**src/rtl/galaxian_dl_pkg.sv**
```systemverilog
// Shared constants for the Galaxian download/configuration sequencer:
// ioctl target indices, sequencer states and game-select codes.
package galaxian_dl_pkg;

  localparam logic [7:0] IDX_ROM = 8'd0;
  localparam logic [7:0] IDX_MOD = 8'd1;
  localparam logic [7:0] IDX_DIP = 8'd254;

  localparam logic [2:0] ST_IDLE    = 3'd0;
  localparam logic [2:0] ST_ROM_DL  = 3'd1;
  localparam logic [2:0] ST_CFG_DL  = 3'd2;
  localparam logic [2:0] ST_DIP_DL  = 3'd3;
  localparam logic [2:0] ST_SKIP_DL = 3'd4;
  localparam logic [2:0] ST_HOLD    = 3'd5;

  typedef enum logic [2:0] {
    IDLE    = ST_IDLE,
    ROM_DL  = ST_ROM_DL,
    CFG_DL  = ST_CFG_DL,
    DIP_DL  = ST_DIP_DL,
    SKIP_DL = ST_SKIP_DL,
    HOLD    = ST_HOLD
  } dl_state_e;

  localparam logic [7:0] MOD_GALAXIAN  = 8'd0;
  localparam logic [7:0] MOD_MOONCRST  = 8'd1;
  localparam logic [7:0] MOD_AZURIAN   = 8'd2;
  localparam logic [7:0] MOD_BLACKHOLE = 8'd3;
  localparam logic [7:0] MOD_CATACOMB  = 8'd4;
  localparam logic [7:0] MOD_CHEWINGG  = 8'd5;
  localparam logic [7:0] MOD_DEVILFSH  = 8'd6;
  localparam logic [7:0] MOD_KINGBAL   = 8'd7;
  localparam logic [7:0] MOD_MRDONIGH  = 8'd8;
  localparam logic [7:0] MOD_OMEGA     = 8'd9;
  localparam logic [7:0] MOD_ORBITRON  = 8'd10;
  localparam logic [7:0] MOD_PISCES    = 8'd11;
  localparam logic [7:0] MOD_UNIWARS   = 8'd12;
  localparam logic [7:0] MOD_VICTORY   = 8'd13;
  localparam logic [7:0] MOD_WAROFBUG  = 8'd14;
  localparam logic [7:0] MOD_ZIGZAG    = 8'd15;
  localparam logic [7:0] MOD_TRIPLEDR  = 8'd16;
  localparam logic [7:0] MOD_LUCKTODAY = 8'd17;

  // Unknown game codes fall back to Galaxian.
  function automatic logic [7:0] mod_clamp(input logic [7:0] v, input int count);
    return (int'(v) < count) ? v : MOD_GALAXIAN;
  endfunction

endpackage

```
**src/rtl/galaxian_reset_stretch.sv**
```systemverilog
// Core-reset hold counter: counts down while enabled, reloads on request,
// and pulses done in the cycle the count leaves 1.
module galaxian_reset_stretch
  import galaxian_dl_pkg::*;
#(
  parameter int HOLD_CYCLES = 16
) (
  input  logic clk_i,
  input  logic rst_ni,
  input  logic en_i,
  input  logic reload_i,
  output logic done_o
);

  localparam logic [7:0] HOLD_INIT = 8'(HOLD_CYCLES);

  logic [7:0] count_q, count_d;

  always_comb begin
    count_d = count_q;
    done_o  = 1'b0;
    if (reload_i) begin
      count_d = HOLD_INIT;
    end else if (en_i) begin
      if (count_q == 8'd1) begin
        done_o  = 1'b1;
        count_d = HOLD_INIT;
      end else begin
        count_d = count_q - 8'd1;
      end
    end
  end

  always_ff @(posedge clk_i or negedge rst_ni) begin
    if (!rst_ni) begin
      count_q <= HOLD_INIT;
    end else begin
      count_q <= count_d;
    end
  end

endmodule

```
**src/rtl/galaxian_dl_ctrl.sv**
```systemverilog
// Download/configuration sequencer between the HPS ioctl stream and the
// Galaxian core: ROM write port, game select, DIP bytes and core reset.
module galaxian_dl_ctrl
  import galaxian_dl_pkg::*;
#(
  parameter int ROM_AW      = 16,
  parameter int HOLD_CYCLES = 16,
  parameter int DIP_BYTES   = 8,
  parameter int MOD_COUNT   = 18
) (
  input  logic                   clk_sys,
  input  logic                   reset_n,
  input  logic                   ioctl_download,
  input  logic                   ioctl_wr,
  input  logic [24:0]            ioctl_addr,
  input  logic [7:0]             ioctl_dout,
  input  logic [7:0]             ioctl_index,
  input  logic                   user_reset,
  output logic [ROM_AW-1:0]      rom_addr,
  output logic [7:0]             rom_data,
  output logic                   rom_wr,
  output logic [7:0]             mod_id,
  output logic [MOD_COUNT-1:0]   mod_onehot,
  output logic [8*DIP_BYTES-1:0] dip_bus,
  output logic                   core_reset,
  output logic                   rom_overflow,
  output logic [2:0]             dl_state
);

  dl_state_e state_q, state_d;
  logic boot_q, dl_q, core_reset_q;
  logic rom_wr_q, rom_ovf_q;
  logic [ROM_AW-1:0] rom_addr_q;
  logic [7:0] rom_data_q, mod_id_q;
  logic [MOD_COUNT-1:0] mod_onehot_q, mod_onehot_d;
  logic [8*DIP_BYTES-1:0] dip_q;

  logic dl_rise, rom_in_range, rom_accept, rom_drop, rom_entry;
  logic hold_en, hold_reload, hold_done;

  // dl_q resets high so a download already in progress at reset release
  // is not mistaken for a fresh start.
  assign dl_rise      = ioctl_download & ~dl_q;
  assign rom_in_range = {7'd0, ioctl_addr} < (32'd1 << ROM_AW);
  assign rom_accept   = (state_q == ROM_DL) && ioctl_wr && rom_in_range;
  assign rom_drop     = (state_q == ROM_DL) && ioctl_wr && !rom_in_range;
  assign rom_entry    = (state_d == ROM_DL) && (state_q != ROM_DL);

  // The first cycle after reset release counts as HOLD so the core sees
  // exactly HOLD_CYCLES cycles of reset.
  assign hold_en     = (state_q == HOLD) || boot_q;
  assign hold_reload = !hold_en || user_reset || (dl_rise && ioctl_index == IDX_ROM);

  galaxian_reset_stretch #(
    .HOLD_CYCLES(HOLD_CYCLES)
  ) u_stretch (
    .clk_i   (clk_sys),
    .rst_ni  (reset_n),
    .en_i    (hold_en),
    .reload_i(hold_reload),
    .done_o  (hold_done)
  );

  always_comb begin
    state_d = state_q;
    case (state_q)
      IDLE: begin
        if (boot_q) begin
          state_d = HOLD;
        end else if (dl_rise) begin
          if (ioctl_index == IDX_ROM)      state_d = ROM_DL;
          else if (ioctl_index == IDX_MOD) state_d = CFG_DL;
          else if (ioctl_index == IDX_DIP) state_d = DIP_DL;
          else                             state_d = SKIP_DL;
        end else if (user_reset) begin
          state_d = HOLD;
        end
      end
      ROM_DL:  if (!ioctl_download) state_d = HOLD;
      CFG_DL:  if (!ioctl_download) state_d = HOLD;
      DIP_DL:  if (!ioctl_download) state_d = IDLE;
      SKIP_DL: if (!ioctl_download) state_d = IDLE;
      HOLD: begin
        if (dl_rise && ioctl_index == IDX_ROM) state_d = ROM_DL;
        else if (hold_done)                    state_d = IDLE;
      end
      default: state_d = IDLE;
    endcase
  end

  always_ff @(posedge clk_sys or negedge reset_n) begin
    if (!reset_n) begin
      state_q      <= IDLE;
      boot_q       <= 1'b1;
      dl_q         <= 1'b1;
      core_reset_q <= 1'b1;
    end else begin
      state_q      <= state_d;
      boot_q       <= 1'b0;
      dl_q         <= ioctl_download;
      core_reset_q <= (state_d == ROM_DL) || (state_d == HOLD);
    end
  end

  always_ff @(posedge clk_sys or negedge reset_n) begin
    if (!reset_n) begin
      rom_wr_q   <= 1'b0;
      rom_addr_q <= '0;
      rom_data_q <= 8'd0;
      rom_ovf_q  <= 1'b0;
    end else begin
      rom_wr_q <= rom_accept;
      if (rom_accept) begin
        rom_addr_q <= ioctl_addr[ROM_AW-1:0];
        rom_data_q <= ioctl_dout;
      end
      if (rom_entry)     rom_ovf_q <= 1'b0;
      else if (rom_drop) rom_ovf_q <= 1'b1;
    end
  end

  always_comb begin
    mod_onehot_d = '0;
    for (int k = 0; k < MOD_COUNT; k++) begin
      mod_onehot_d[k] = (mod_id_q == 8'(k));
    end
  end

  always_ff @(posedge clk_sys or negedge reset_n) begin
    if (!reset_n) begin
      mod_id_q     <= MOD_GALAXIAN;
      mod_onehot_q <= MOD_COUNT'(1);
      dip_q        <= '1;
    end else begin
      if (state_q == CFG_DL && ioctl_wr && ioctl_addr == 25'd0) begin
        mod_id_q <= mod_clamp(ioctl_dout, MOD_COUNT);
      end
      mod_onehot_q <= mod_onehot_d;
      for (int n = 0; n < DIP_BYTES; n++) begin
        if (state_q == DIP_DL && ioctl_wr && ioctl_addr == 25'(n)) begin
          dip_q[8*n +: 8] <= ioctl_dout;
        end
      end
    end
  end

  assign rom_addr     = rom_addr_q;
  assign rom_data     = rom_data_q;
  assign rom_wr       = rom_wr_q;
  assign rom_overflow = rom_ovf_q;
  assign mod_id       = mod_id_q;
  assign mod_onehot   = mod_onehot_q;
  assign dip_bus      = dip_q;
  assign core_reset   = core_reset_q;
  assign dl_state     = state_q;

endmodule

```
**config.mk**
```make
export PLATFORM = sky130hd
export DESIGN_NAME = galaxian_dl_ctrl
export DESIGN_NICKNAME = d
export VERILOG_FILES = /design/src/rtl/galaxian_dl_pkg.sv /design/src/rtl/galaxian_reset_stretch.sv /design/src/rtl/galaxian_dl_ctrl.sv
export SDC_FILE = /design/constraint.sdc
export NUM_CORES = 1
export LEC_CHECK = 0
export ABC_AREA = 1
export ABC_CLOCK_PERIOD_IN_PS = 2000
export CAP_MARGIN = 20
export CORE_MARGIN = 2
export CORE_UTILIZATION = 47
export DETAILED_ROUTE_END_ITERATION = 16
export HOLD_SLACK_MARGIN = 0.08
export PLACE_DENSITY_LB_ADDON = 0.08
export SYNTH_ARGS = -nofsm -noshare
export SYNTH_HDL_FRONTEND = slang
export SYNTH_SLANG_ARGS = --single-unit
```
**constraint.sdc**
```tcl
create_clock -name clk_sys -period 2 [get_ports clk_sys]
set_input_delay 0.4 -clock clk_sys [delete_from_list [all_inputs] [get_ports clk_sys]]
set_output_delay 0.4 -clock clk_sys [all_outputs]
set_load 0.02 [all_outputs]
```
==> impl_summary.log <==
INFO  metric area_delta_synth_final = 52.1%
INFO  metric synth_top_family_by_area = simple AND/OR/NAND/NOR gates
INFO  metric postSynthAreaPerCell = 9.12 sq um
INFO  metric multi_input_area = 1790 sq um
INFO  metric r2r_cells = 7
INFO  metric maxSlewViolCount = 0
INFO  metric power.share.combinational = 13.3%
INFO  metric critical-path-top-delay-family = buffers and inverters
INFO  metric r2r-start = dl_state[1]
INFO  metric tritoncts = built
INFO  metric internal_dissipation = 5.22 mW
INFO  metric setup_ws_pre_cts = -0.303 ns
INFO  metric clk_pin_slew = 0.05 ns
INFO  metric yosys.area.top_type = dfstp_2
INFO  metric grt_first_pass_wirelength = 23900 um
INFO  metric ys.warnings.count = 0
INFO  metric critPathMaxFanout = 2
INFO  metric clock_insertion_delay_worst_skew = 0.41 ns
INFO  metric synth.cells.most_frequent = 181 x nand2_1, 89 x o21ai_0, 69 x dfstp_2, 61 x dfrtp_1, 60 x nor2_1
INFO  metric detail_route.vias_per_cell = 4.99
INFO  metric drt_first_iter_violations = 226
INFO  metric timing.critical_path.cells = clkdlybuf4s50_1
INFO  metric chipWidth = 111 um
INFO  metric power.share.sequential = 40.7%
INFO  metric cts.sinks = 130
INFO  metric num_io_pins = 166
INFO  metric synth-async-reset-ratio = 100%
INFO  metric shortest_clock_period_the_worst_path_allows_after_layout = 1.96 ns
INFO  metric yosys.cell_count.top_type = nand2_1
INFO  metric num-nets-final = 849
INFO  metric cts_made_buffers = 17
INFO  metric yosysSeqAreaShare = 62.1%
INFO  metric setup_violations = 0
INFO  metric synth-edff-count = 0
INFO  metric post_synth_fa_ha_maj_area_fraction = 0.465%
INFO  metric worstPathRequired = 1.60 ns
INFO  metric drt-total-wl = 14500 um
INFO  metric slowest_delay = 0.62 ns
INFO  metric post_drt_wl_per_cell = 15.2 um
INFO  metric clk_root_buffer_cell = clkbuf_16
INFO  metric global_route.overflow_total = 0
INFO  metric place.detailed.hpwl = 10500 um
INFO  metric share_of_the_synthesized_area_in_compound_gates_ao_oa_aoi_oai = 9.23%
INFO  metric run_status = finished clean
INFO  metric cp-end-kind = primary output
INFO  metric number_of_global_route_vias_before_repair = 4784
INFO  metric start_util = 47.7%
INFO  metric fin_area = 8180 sq um
INFO  metric synthSimpleGateAreaFrac = 22.5%
INFO  metric remaining_drc_errors = 0
INFO  metric ys_ff_latch = 130
INFO  metric timing.critical_path.slowest_stage_cell = clkdlybuf4s50_1
INFO  metric capturing_point_of_the_worst_reg2reg_path = dip_bus[22]
INFO  metric crit_path_start_kind = flip-flop
INFO  metric groute.usage.overall = 24.7%
INFO  metric detail-route-antenna-nets = 0
INFO  metric power.share.switching = 25.1%
INFO  metric worst-setup-path-type = flip-flop to primary output
INFO  metric power.share.clock = 46.0%
INFO  metric synth_flop_cell = dfstp_2
INFO  metric fmax = 511 MHz
INFO  metric detailed_place.area = 7510 sq um
INFO  metric synth_cells = 590
INFO  metric ys_top_cells_by_area = dfstp_2 34%, dfrtp_1 28%, nand2_1 13%, o21ai_0 8.3%, nor2_1 4.2%
INFO  metric finalWorstSetupSlack = 0.0416 ns
INFO  metric syn_nets = 638
INFO  metric drtPass1Iterations = 5
INFO  metric layout.area.seq = 3340 sq um
INFO  metric fp.dieArea = 12300 sq um
INFO  metric cell_rows = 39
INFO  metric via_count = 4773
INFO  metric syn-cell-area = 5380 sq um
INFO  metric clock_skew = 0.00823 ns
INFO  metric finalCritPeriodShare = 97.9%
INFO  metric worst_pin_slew = 0.696 ns
INFO  metric numPortBuffers = 165
INFO  metric path_buf_inv = 1
INFO  metric globalplace.congestion = 0.875
INFO  metric irDropWorstVdd = 0.746 mV
INFO  metric design.core.area = 11300 sq um
INFO  metric worstPathArrival = 1.56 ns
INFO  metric htree_num_levels = 4
INFO  metric filler_cell_count = 854
INFO  metric die-height = 111 um
INFO  metric antenna_found_initial = 0
INFO  metric clock_tree.buffer_depth = 2
INFO  metric finalHoldViolCount = 0
INFO  metric synth.lib_cells_used.distinct = 23
INFO  metric static-leakage-power = 3.91 nW
INFO  metric yosys.area.top_type_share = 33.7%
INFO  metric drive_above_1_share = 17.9%
INFO  metric min_path_type = primary input to asynchronous set/reset pin
INFO  metric post_synth_mux_area_share = 0%
INFO  metric maxCapViolations = 0
INFO  metric powerDensity = 852 nW/um^2
INFO  metric pin_count_of_the_biggest_net_entering_global_routing = 58
INFO  metric antennaDiodeCount = 0
INFO  metric regToRegSetupSlack = 0.26 ns
INFO  metric max_slew_margin = 53.1%
INFO  metric power.net_switching = 1.75 mW
INFO  metric yosys.area_share.xor_xnor = 0.977%
INFO  metric rsz0062_at_grt = false
==> power by group through the flow <==
| stage | clock [mW] | sequential, mW | combinational, mW |
|---|---|---|---|
| floorplan | 0 | 2.93 | 0.421 |
| global placement | 0 | 2.88 | 0.900 |
| detailed placement | 0 | 2.88 | 0.924 |
| CTS | 3.26 | 2.84 | 0.932 |
| global route | 3.41 | 2.85 | 1.02 |
| finish | 3.21 | 2.84 | 0.926 |
==> flip-flops by register name, summed over array words and instances, names as in the netlist <==
| register | cells |
|---|---|
| mod_onehot | 18 |
| mod_id | 8 |
| rom_overflow | 1 |
| u_stretch.count_q | 8 |
| rom_data | 8 |
| dl_q | 1 |
| core_reset | 1 |
| rom_addr | 16 |
| rom_wr | 1 |
| dl_state | 3 |
| boot_q | 1 |
| dip_bus | 64 |
==> layout make-up <==
cell class | count | share of cell area, %
clock buffers | 20 | 5.72
clock inverters | 12 | 1.83
inverters | 55 | 2.52
multi-input cells | 393 | 21.9
flip-flops and latches | 130 | 40.8
well taps | 143 | 2.19
repair buffers | 204 | 25.0
==> stage by stage <==
stage	total power [mW]	hold slack (ns)	instances	utilization [%]	TNS, ns
after detailed placement	3.80	0.317	924	66.6	-10.77
after CTS	7.04	0.431	957	72.2	0
after floorplan	3.35	0.104	590	-	0
final	6.98	0.430	957	72.6	0
after global placement	3.78	0.312	924	66.6	-5.75
after global routing	7.28	0.450	957	72.6	0
==> worst max path at each step <==
stage	from	end	slack, ns	cells past startpoint
after floorplan	dl_state[1]	dip_bus[15]	0.22	6
after global placement	ioctl_addr[5]	mod_id[4]	-0.16	7
after detailed placement	ioctl_addr[5]	mod_id[3]	-0.30	7
after CTS	dip_bus[41]	dip_bus[41]	0.009	1
after global routing	dip_bus[3]	dip_bus[3]	0.001	1
final	dip_bus[29]	dip_bus[29]	0.04	1
==> metal layers <==
layer / GRT usage [%] / wire length (um) / vias up / part of all wire [%]
met1: 30.2 / 6010 / 2266 / 41
met2: 40.6 / 7180 / 171 / 49
met4: 9.17 / 208 / 0 / 1.4
met3: 8.58 / 1140 / 23 / 7.8
li1: - / - / 2313 / -
met5: 0 / 0 / - / 0
==> repair_timing <==
item	CTS	global route
endpoints found under the hold margin	18	0
resized for setup	0	17
hold buffers	1	0
setup endpoints to repair	0	22
buffers inserted	0	0
==> cell families (layout without fill, tap and decap cells) <==
kind of cell               Yosys count  count (layout)
DFF                                130             130
AOI/OAI and AO/OA                   98              98
xor gates and xnor gates             6               6
buffers and inverters               67             291
other                                1               1
adders and majority gates            2               2
and+or+nand+nor                    286             286
==> cells in the final DEF (no fill, tap or decap), types with 4 or more instances in the layout <==
cell type / instances
nand4_1: 12
a21oi_1: 6
o21ai_0: 89
buf_4: 34
inv_1: 55
nor2_1: 60
clkbuf_16: 18
nand2_1: 181
nor2_4: 4
dfstp_2: 69
buf_12: 5
nor4_1: 4
dfrtp_1: 61
clkdlybuf4s50_1: 148
dlymetal6s2s_1: 16
nand3_1: 18
No activity file was read; power rests on OpenSTA's default activity.
